## src/rtl/branch_predictor_bht.sv

```systemverilog
// rtl/branch_predictor_bht.sv - direct-mapped 2-bit saturating-counter branch history table with statistics
module branch_predictor_bht #(
    parameter int         IDX_W      = 4,
    parameter logic [1:0] INIT_STATE = 2'b11,
    parameter int         CNT_W      = 16
) (
    input  logic             clk_i,
    input  logic             rst_i,
    input  logic             branch_id_i,
    input  logic [31:0]      pc_id_i,
    output logic             predict_taken_o,
    input  logic             update_en_i,
    input  logic [31:0]      pc_exe_i,
    input  logic             taken_exe_i,
    input  logic             pred_exe_i,
    input  logic             stall_i,
    output logic [CNT_W-1:0] branch_cnt_o,
    output logic [CNT_W-1:0] mispredict_cnt_o
);
    localparam int ENTRIES = 2 ** IDX_W;

    logic [1:0]       bht_q [ENTRIES];
    logic [IDX_W-1:0] idx_id;
    logic [IDX_W-1:0] idx_exe;
    logic [1:0]       cur_exe;
    logic [1:0]       nxt_exe;
    logic [CNT_W-1:0] branch_cnt_q;
    logic [CNT_W-1:0] mispredict_cnt_q;

    // Word-aligned PCs: the two low bits never distinguish branches.
    assign idx_id  = pc_id_i[IDX_W+1:2];
    assign idx_exe = pc_exe_i[IDX_W+1:2];

    // Stall does not gate anything; EX bubbles already arrive with update_en_i low.
    logic unused_bits;
    assign unused_bits = ^{stall_i, pc_id_i[31:IDX_W+2], pc_id_i[1:0],
                           pc_exe_i[31:IDX_W+2], pc_exe_i[1:0]};

    // Lookup reads the registered table directly, so a same-cycle update is not bypassed.
    assign predict_taken_o = branch_id_i & bht_q[idx_id][1];

    assign cur_exe = bht_q[idx_exe];

    // Saturating step of the counter being trained.
    always_comb begin
        nxt_exe = cur_exe;
        if (taken_exe_i) begin
            if (cur_exe != 2'b11) nxt_exe = cur_exe + 2'd1;
        end else begin
            if (cur_exe != 2'b00) nxt_exe = cur_exe - 2'd1;
        end
    end

    // Pattern table: asynchronous restore to INIT_STATE, trained on resolved branches.
    always_ff @(posedge clk_i or posedge rst_i) begin
        if (rst_i) begin
            for (int i = 0; i < ENTRIES; i++) bht_q[i] <= INIT_STATE;
        end else if (update_en_i) begin
            bht_q[idx_exe] <= nxt_exe;
        end
    end

    // Saturating statistics; mispredicts only count alongside a branch, so they never exceed it.
    always_ff @(posedge clk_i or posedge rst_i) begin
        if (rst_i) begin
            branch_cnt_q     <= '0;
            mispredict_cnt_q <= '0;
        end else if (update_en_i) begin
            if (branch_cnt_q != '1) branch_cnt_q <= branch_cnt_q + 1'b1;
            if ((pred_exe_i != taken_exe_i) && (mispredict_cnt_q != '1))
                mispredict_cnt_q <= mispredict_cnt_q + 1'b1;
        end
    end

    assign branch_cnt_o     = branch_cnt_q;
    assign mispredict_cnt_o = mispredict_cnt_q;
endmodule
```

## config.mk

```make
export PLATFORM = sky130hd
export DESIGN_NAME = branch_predictor_bht
export DESIGN_NICKNAME = d
export VERILOG_FILES = /design/src/rtl/branch_predictor_bht.sv
export SDC_FILE = /design/constraint.sdc
export NUM_CORES = 1
export LEC_CHECK = 0
export CORE_ASPECT_RATIO = 1.1
export CORE_UTILIZATION = 30
export DETAILED_ROUTE_END_ITERATION = 6
export GPL_TIMING_DRIVEN = 0
export SLEW_MARGIN = 20
export SYNTH_ARGS = -nofsm -noshare
export SYNTH_HDL_FRONTEND = slang
export SYNTH_SLANG_ARGS = --single-unit
```

## constraint.sdc

```tcl
create_clock -name clk_i -period 4.6 [get_ports clk_i]
set_input_delay 0.46 -clock clk_i [delete_from_list [all_inputs] [get_ports clk_i]]
set_output_delay 0.46 -clock clk_i [all_outputs]
set_load 0.005 [all_outputs]
```

* Word-level counts from Yosys, hierarchy flattened
Index checks and enable logic that the tools add are counted.
Word-level totals: register bits after elaboration 64
Cells by class: reductions and logical operators 5, multiplexer cells 12, bitwise gates (word level) 3, eq/ne operators 4, magnitude comparators 3, add/subtract/negate cells 4
Operators with widths (number):
- adder 16 x 1 -> 16 bit (second input constant) | 2
- bitwise mux 32 bit | 1
- != test 16 bit (second input constant) | 2
- binary-select mux 2 bit (select 4 bit) | 2
- 2-to-1 mux 2 bit | 8
- >= comparator 5 bit (second input constant) | 2
- inverter 4 -> 5 bit | 2
- demux 2 bit (select 4 bit) | 1
- < comparator 5 x 1 -> 1 bit (second input constant) | 1
- AND reduction 2 bit | 2
- adder 2 x 1 -> 2 bit (second input constant) | 1
- logical AND 1 bit | 2
- != test 2 bit (second input constant) | 1
- nonzero test 2 bit | 1
- subtractor 2 x 1 -> 2 bit (second input constant) | 1
- bitwise AND 1 bit | 1
- != test 1 bit | 1

* Depth between registers and ports, before layout
Gate-level depths: netlist of the first run.
depth after elaboration 8, depth in mapped cells 6, depth with buffers taken out 6

* Worst setup path before layout of the first run
No wires, ideal clock.
path kind input port to flip-flop, start point input pc_exe_i[2], end point register bht_q[0] (netlist bit), library setup time 82 ps, data arrival time 2220 ps, stages on the path 6, buffers on the path 1, setup slack 2298 ps, cells stage by stage buf_6 mux4_2 mux2_2 maj3_2 mux2_4 mux2_4
On the way: longest elaborated chain between the ends 8
RTL lines:
- from (decl) | RTL line 13 | input logic [31:0] pc_exe_i,
- inverter 4 -> 5 bit (not written as such) (*) | RTL line 42, 59
- binary-select mux 2 bit (select 4 bit) | RTL line 42 | assign cur_exe = bht_q[idx_exe];
- 2-to-1 mux 2 bit (not written as such) (2 in a row) | RTL line 42
- subtractor 2 x 1 -> 2 bit, or another cell as far along | RTL line 50 | if (cur_exe != 2'b00) nxt_exe = cur_exe - 2'd1;
- 2-to-1 mux 2 bit (on tied branches) | RTL line 50, 48
- 2-to-1 mux 2 bit | RTL line 47 | if (taken_exe_i) begin
- bitwise mux 32 bit (*) | RTL line 59 | bht_q[idx_exe] <= nxt_exe;
- to (signal, indexed assignment) | RTL line 59
- to (decl) | RTL line 22 | logic [1:0] bht_q [ENTRIES];
Mark *: on every way between the ends. The rest lies on a longest branch, timed or not. The select of a mux whose other input is x is not followed. A chain may end at the register's enable or synchronous reset.

* Worst setup path in the final report of the first run
start point input pc_id_i[2], end point output predict_taken_o
On the way: longest elaborated chain between the ends 5
RTL lines:
- from (decl) | RTL line 10 | input logic [31:0] pc_id_i,
- inverter 4 -> 5 bit (not written as such) | RTL line 40 | assign predict_taken_o = branch_id_i & bht_q[idx_id][1];
- binary-select mux 2 bit (select 4 bit) | RTL line 40
- 2-to-1 mux 2 bit (not written as such) (2 in a row) | RTL line 40
- bitwise AND 1 bit | RTL line 40
- to (decl) | RTL line 11 | output logic predict_taken_o,
No other way between the ends. The select of a mux whose other input is x is not followed.

==> results.toml, run 1 <==
[outcome]
status = "finished, final reports clean"

[timing]
fmax_mhz = 316
rsz0062_at_grt = "no"
slew_headroom_pct = 54.9
setup_tns_ns = 0
finalMaxSlewViolations = 0
min_period_ns = 3.16
finalCritPeriodShare_pct = 68.7
hold_viol_final = 0
tightest_slew_ns = 0.673
setup_ws_ns = 1.44
finalClockSkew_ns = 0.00808
fin_hold_ws_ns = 0.363
setup_violations = 0

[placed_design]
placed_cells = 464
place_hpwl_mm = 5.24
place_ws_ns = 1.41
place_area_mm2 = 0.00398
numPortBuffers = 44
gp_congestion = 0.795

[global_route]
grt_pass1_vias = 2490
gr-total-overflow = 0
antenna_found_initial = 0
grt_pass1_wl_mm = 12.5
grt_max_degree = 59
grt_use_total_pct = 14.2

[floorplan]
dieHeight_um = 112
pin_count = 104
die_w_um = 102
rows = 39
dieArea_mm2 = 0.0115
core_area_mm2 = 0.0106
initial_core_util_pct = 31.4

[synth]
synth_top_area_cell = "dfstp_2"
synth-edff-count = 0
synth_area_leaders = "dfstp_2 25%, dfrtp_1 24%, mux4_2 7.4%, mux2_2 7.1%, mux2_4 4.5%"
seq_area_frac_synth_pct = 49.3
yosysUniqueCellTypes = 36
avgSynthCellArea_um2 = 12.1
synth_nets = 349
syn_area_mm2 = 0.00333
async_flop_share_pct = 100
synth_top_area_share_pct = 25.3
yosys_warnings = 0
synthFlopType = "dfstp_2"
netlist_instances = 276
ys_ff_latch = 64

[clock_network]
cts_tree = "done"
root_buffer = "clkbuf_16"
cts_buffers = 9
htree_num_levels = 3
numClockSinks = 64
worstSkewPairLatency_ns = 0.33
cts_setup_buffers = 0
cts_resized = 0
hold_buffers = 0
path_clk_slew_ns = 0.05
clockBufferDepth = 2

[layout]
n_fill_cell = 1035
area_growth_pct = 28.5
final_common_cell = "clkdlybuf4s50_1"
instances_no_fill = 480
final_cell_area_mm2 = 0.00428
fin_util_pct = 40.4
antenna-diode-count = 0
final_nets = 405
drive_above_1_share_pct = 27.6
mostFrequentLayoutCells = "44 x clkdlybuf4s50_1, 32 x dfstp_2, 32 x dfrtp_1, 28 x nor2_1, 22 x nand2_1"

[power]
p_sw_mw = 0.575
finalPower_mw = 2.16
leakage_nw = 1.73
peakVddDrop_v = 0.000274
p_seq_share_pct = 42.9
clkPwrFrac_pct = 31.6
intPower_mw = 1.58
swShare_pct = 26.7
power_density_mw_per_mm2 = 504
p_comb_share_pct = 25.5

[worst_setup_path]
worstPathRequired_ns = 4.14
cp-end-kind = "output port"
crit_arrival_ns = 2.70
crit_path_max_fanout = 4
critPathLaunchType = "input pin"
crit_type = "input pin to output port"

[routing]
first_iter_violations = 58
remaining_drc_errors = 0
drt-total-wl_mm = 7.25
drt-wirelength-per-cell_um = 15.1
viasPerCell = 4.85
drtPass1Iterations = 6
vias = 2326
ant_nets = 0

[min_path]
hold_path_class = "input pin to async pin"

[run]
drv_cap = 0
[kinds of logic (layout without fill, tap and decap cells)]
group	count (synthesis)	count (layout)	share of synthesized area [%]
compound gates	23	23	4.14
xor+xnor	27	27	7.11
fa+ha+maj	5	5	1.73
buf+inv	13	74	1.69
flops	64	64	49.3
mux	47	47	21.5
simple gates	97	97	14.5
[layout make-up]
type	instances	area [um2]	share of cell area, %
clock inverter	3	40.0	0.936
clock buffer	13	260	6.08
timing repair buffer	45	468	10.9
buffer	7	33.8	0.790
tap	143	179	4.18
multi-input combinational	199	1630	38.1
inverter	6	25.0	0.585
sequential	64	1640	38.4
[flip-flops by register name, summed over array words and instances (netlist names)]
register and flops:
bht_q 32, branch_cnt_o 16, mispredict_cnt_o 16
[cells in the mapped netlist, drive strengths merged (2+ instances only)]
cell and instances:
dfrtp 32, dfstp 32, mux2 31, nor2 28
nand2 22, xnor2 16, mux4 13, nand3 13
xor2 11, a21oi 9, and4 8, nand4 7
clkbuf 6, inv 6, nor3 6, a31oi 5
o21ai 4, and2 3, maj3 3, mux2i 3
and3 2, ha 2, nand2b 2, nor2b 2
nor3b 2, o21a 2
[layer usage]
metal / share of wire [%] / GRT usage [%] / vias to the layer above
li1: - / - / 1117
met1: 46 / 18.5 / 1155
met2: 49 / 22.4 / 45
met3: 3.7 / 3.74 / 9
met4: 1.4 / 5.14 / 0
met5: 0 / 0 / -
[worst paths after layout]
kind / from / end / slack [ns] / cells after the start
min in group clk_i: branch_cnt_o[7] / branch_cnt_o[7] / 0.49 / 1
worst max-delay path: pc_id_i[2] / predict_taken_o / 1.44 / 5
worst min-delay path: rst_i / mispredict_cnt_o[5] / 0.36 / 2
worst max register to register: bht_q[17] / bht_q[20] / 2.46 / 5
worst min register to register: branch_cnt_o[7] / branch_cnt_o[7] / 0.49 / 1
max in group asynchronous: rst_i / bht_q[5] / 3.69 / 3
[critical path, cell delays in order]
cell	delay, ns
clkdlybuf4s50_1	0.63
mux4_2	0.54
mux4_2	0.46
and2_1	0.17
clkdlybuf4s50_1	0.44
[power groups by stage]
stage               clock [mW]  sequential [mW]  combinational (mW)
finish                   0.683            0.925               0.550
global route             0.728            0.958               0.607
CTS                      0.702            0.927               0.557
detailed placement           0            0.932               0.553
global placement             0            0.924               0.537
floorplan                    0            0.895               0.362
Note: power is estimated with default switching activity, not from simulation.
==> inputs of run 2 (changes only) <==
==> constraint.sdc (replaced) <==
create_clock -name clk_i -period 3.3 [get_ports clk_i]
set_input_delay 0.33 -clock clk_i [delete_from_list [all_inputs] [get_ports clk_i]]
set_output_delay 0.33 -clock clk_i [all_outputs]
set_load 0.005 [all_outputs]
==> results of run 2 <==
The final DEF is identical to that of run 1. Status: finished, final reports clean.
Among the figures that moved: setup slack after placement 1.41 ns -> 0.287 ns; setup slack after layout 1.44 ns -> 0.398 ns; hold slack 0.363 ns -> 0.233 ns; register-to-register setup slack 2.46 ns -> 1.16 ns; total power 2.16 mW -> 3.01 mW; worst IR drop on VDD 0.000274 V -> 0.000382 V
==> inputs of run 3 (changes only) <==
--- a/config.mk
+++ b/config.mk
@@ -5,6 +5,7 @@
 export SDC_FILE = /design/constraint.sdc
 export NUM_CORES = 1
 export LEC_CHECK = 0
+export CAP_MARGIN = 20
 export CORE_ASPECT_RATIO = 1.1
 export CORE_UTILIZATION = 30
 export DETAILED_ROUTE_END_ITERATION = 6
==> results of run 3 <==
The final DEF is identical to that of run 1. Status: finished, final reports clean.
Among the figures that moved: setup slack after placement 1.41 ns -> 0.287 ns; setup slack after layout 1.44 ns -> 0.398 ns; hold slack 0.363 ns -> 0.233 ns; register-to-register setup slack 2.46 ns -> 1.16 ns; total power 2.16 mW -> 3.01 mW; worst IR drop on VDD 0.000274 V -> 0.000382 V
==> RTL edit: new RTL, flow settings as in run 3 <==
The parameter `IDX_W` goes from 4 to 3.
--- a/src/rtl/branch_predictor_bht.sv
+++ b/src/rtl/branch_predictor_bht.sv
@@ -1,5 +1,5 @@
 // rtl/branch_predictor_bht.sv - direct-mapped 2-bit saturating-counter branch history table with statistics
 module branch_predictor_bht #(
-    parameter int         IDX_W      = 4,
+    parameter int         IDX_W      = 3,
     parameter logic [1:0] INIT_STATE = 2'b11,
     parameter int         CNT_W      = 16
Function: changed (a bounded check fails within 4 cycles, from zero or initial values and one cycle with rst_i high).
==> RTL edit against run 3 <==
- worst hold slack improved by 83 ps
- setup slack better by 570 ps
- area after synthesis decreased by 25%
- sequential cell count down 16
- global-route usage down 0.87 points
- first-iteration DRC count increased by 50%
- clock skew is 3.9 ps lower
- routed wire length fell by 27%
- total power decreased by 34%
- design area down 27%
==> RTL edit: results (changes against run 3) <==
run_status:
  outcome: "completed"
sta:
  worst_pin_slew_ps: 707  # +33.7 ps
  setup-tns-final_ps: 0  # unchanged
  fin_skew_ps: 4.19  # -3.89 ps
layout:
  n_antenna_cell: 0  # unchanged
  layout.nets: 342  # -16%
  drive_gt1_frac: 0.189  # -0.0871
  nFillCells: 820  # -21%
grt:
  grtUsageTotal: 0.133  # -0.00866
  grt_pass1_wl_um: 8980  # -28%
  antenna_found_initial: 0  # unchanged
  grt_max_degree: 35  # -41%
  grt_pass1_vias: 1864  # -25%
cts:
  clk_latency_ps: 300  # -30 ps
  cts_setup_buffers: 0  # unchanged
  htreeDepth: 2  # -1
  clk_pin_slew_worst_paths_ps: 90  # +40 ps
  ctsResizeCount: 0  # unchanged
  root_buffer: "clkbuf_8"
  cts-buffers-inserted: 5  # -4
  cts_max_path_buffers: 2  # unchanged
worst_setup_path:
  crit_arrival_ps: 2000  # -570 ps
  cpMaxStageDelayCell: "clkdlybuf4s50_1"
  slowest_delay_ps: 520  # -110 ps
  critPathMaxFanout: 2  # -2
  cp_top_family: "buffers and inverters"
place:
  dp_hpwl_um: 3870  # -26%
  port_buffers: 41  # -6.8%
  place.gp.congestion: 0.720  # -9.4%
yosys:
  synth_area_leaders: "dfrtp_1 32%, dfstp_2 17%, xor2_1 7.4%"
  synth_nets: 293  # -16%
  async_flop_share: 1.00  # unchanged
  yosysSeqAreaShare: 0.491  # -0.00204
  ys.flop_type: "dfrtp_1"
  synthesis.yosys.warnings: 0  # unchanged
  yosysUniqueCellTypes: 41  # +14%
  synthTopCellsByCount: "32 x dfrtp_1, 28 x nand2_1, 21 x xor2_1, 16 x dfstp_2, 13 x nand3_1"
drt:
  vias: 1864  # -20%
  drt_iter0_drc: 87  # +50%
  drt_first_pass_iters: 4  # -2
  wirelength_um: 5260  # -27%
power:
  vdd_drop_max_v: 0.000373  # -2.4%
  leakage_nw: 1.29  # -25%
min_path:
  hold_class: "in -> async"
## RTL edit: cell count changes after synthesis, sizes merged, moves of 5 or more
| cell | delta |
|---|---|
| mux4 | -7 |
| mux2 | -27 |
| xnor2 | -12 |
| nor2 | -25 |
| and4 | -5 |
| nand2 | +6 |
| clkbuf | -5 |
| xor2 | +10 |
| o21ai | +14 |
| a21oi | -6 |
| dfstp | -16 |
## RTL edit: cell type report
type,count,area (um^2),area share
Multi-Input combinational cell,163,1200,0.383
Buffer,5,46.3,0.0147
Inverter,4,15.0,0.00478
Tap cell,108,135,0.0430
Sequential cell,48,1220,0.389
Clock buffer,8,90.1,0.0287
Timing Repair Buffer,42,430,0.137
## RTL edit: worst reg2reg max path, delay by kind of cell (launching register included)
family	cells	cell delay [ps]
buffers and inverters	1	200
AOI/OAI and AO/OA	1	630
DFF	1	410
adders and majority gates	1	160
xor gates and xnor gates	1	160
and+or+nand+nor	2	400
## RTL edit: per-stage QoR
stage               setup slack [ps]  area [um^2]  cells
floorplan                       1470         2490    220
global placement                 852         3030    369
detailed placement               955         3050    370
CTS                              952         3140    378
global route                     891         3140    378
finish                           966         3140    378
## RTL edit: metal layers
metal	vias to the layer above	global-route usage	part of all wire
met5	-	0	0
met4	0	0.0372	0.013
met3	7	0.0374	0.043
met2	29	0.212	0.48
met1	918	0.174	0.46
li1	910	-	-
## RTL edit: worst paths after layout
| path | from | cells after the start | slack [ps] | end |
|---|---|---|---|---|
| setup / recovery | pc_id_i[2] | 5 | 970 | predict_taken_o |
| hold / removal | rst_i | 2 | 320 | mispredict_cnt_o[6] |
| setup reg to reg | branch_cnt_o[0] | 6 | 1230 | branch_cnt_o[12] |
| hold reg to reg | bht_q[0] | 2 | 470 | bht_q[0] |
| max in group asynchronous | rst_i | 3 | 2430 | bht_q[2] |
| min in group clk_i | pc_exe_i[3] | 3 | 360 | bht_q[2] |
## RTL edit: power by group
| part | total (W) | internal, W | switching [W] |
|---|---|---|---|
| clock network | 0.000361 | 0.000171 | 0.000189 |
| registers | 0.000980 | 0.000798 | 0.000182 |
| logic | 0.000632 | 0.000360 | 0.000272 |
## RTL edit: kinds of logic after synthesis
| family | synth area share |
|---|---|
| AOI/OAI and AO/OA | 0.0951 |
| xor gates and xnor gates | 0.0881 |
| adders and majority gates | 0.0196 |
| buffers and inverters | 0.0247 |
| DFF | 0.491 |
| muxes | 0.0896 |
| and+or+nand+nor | 0.192 |
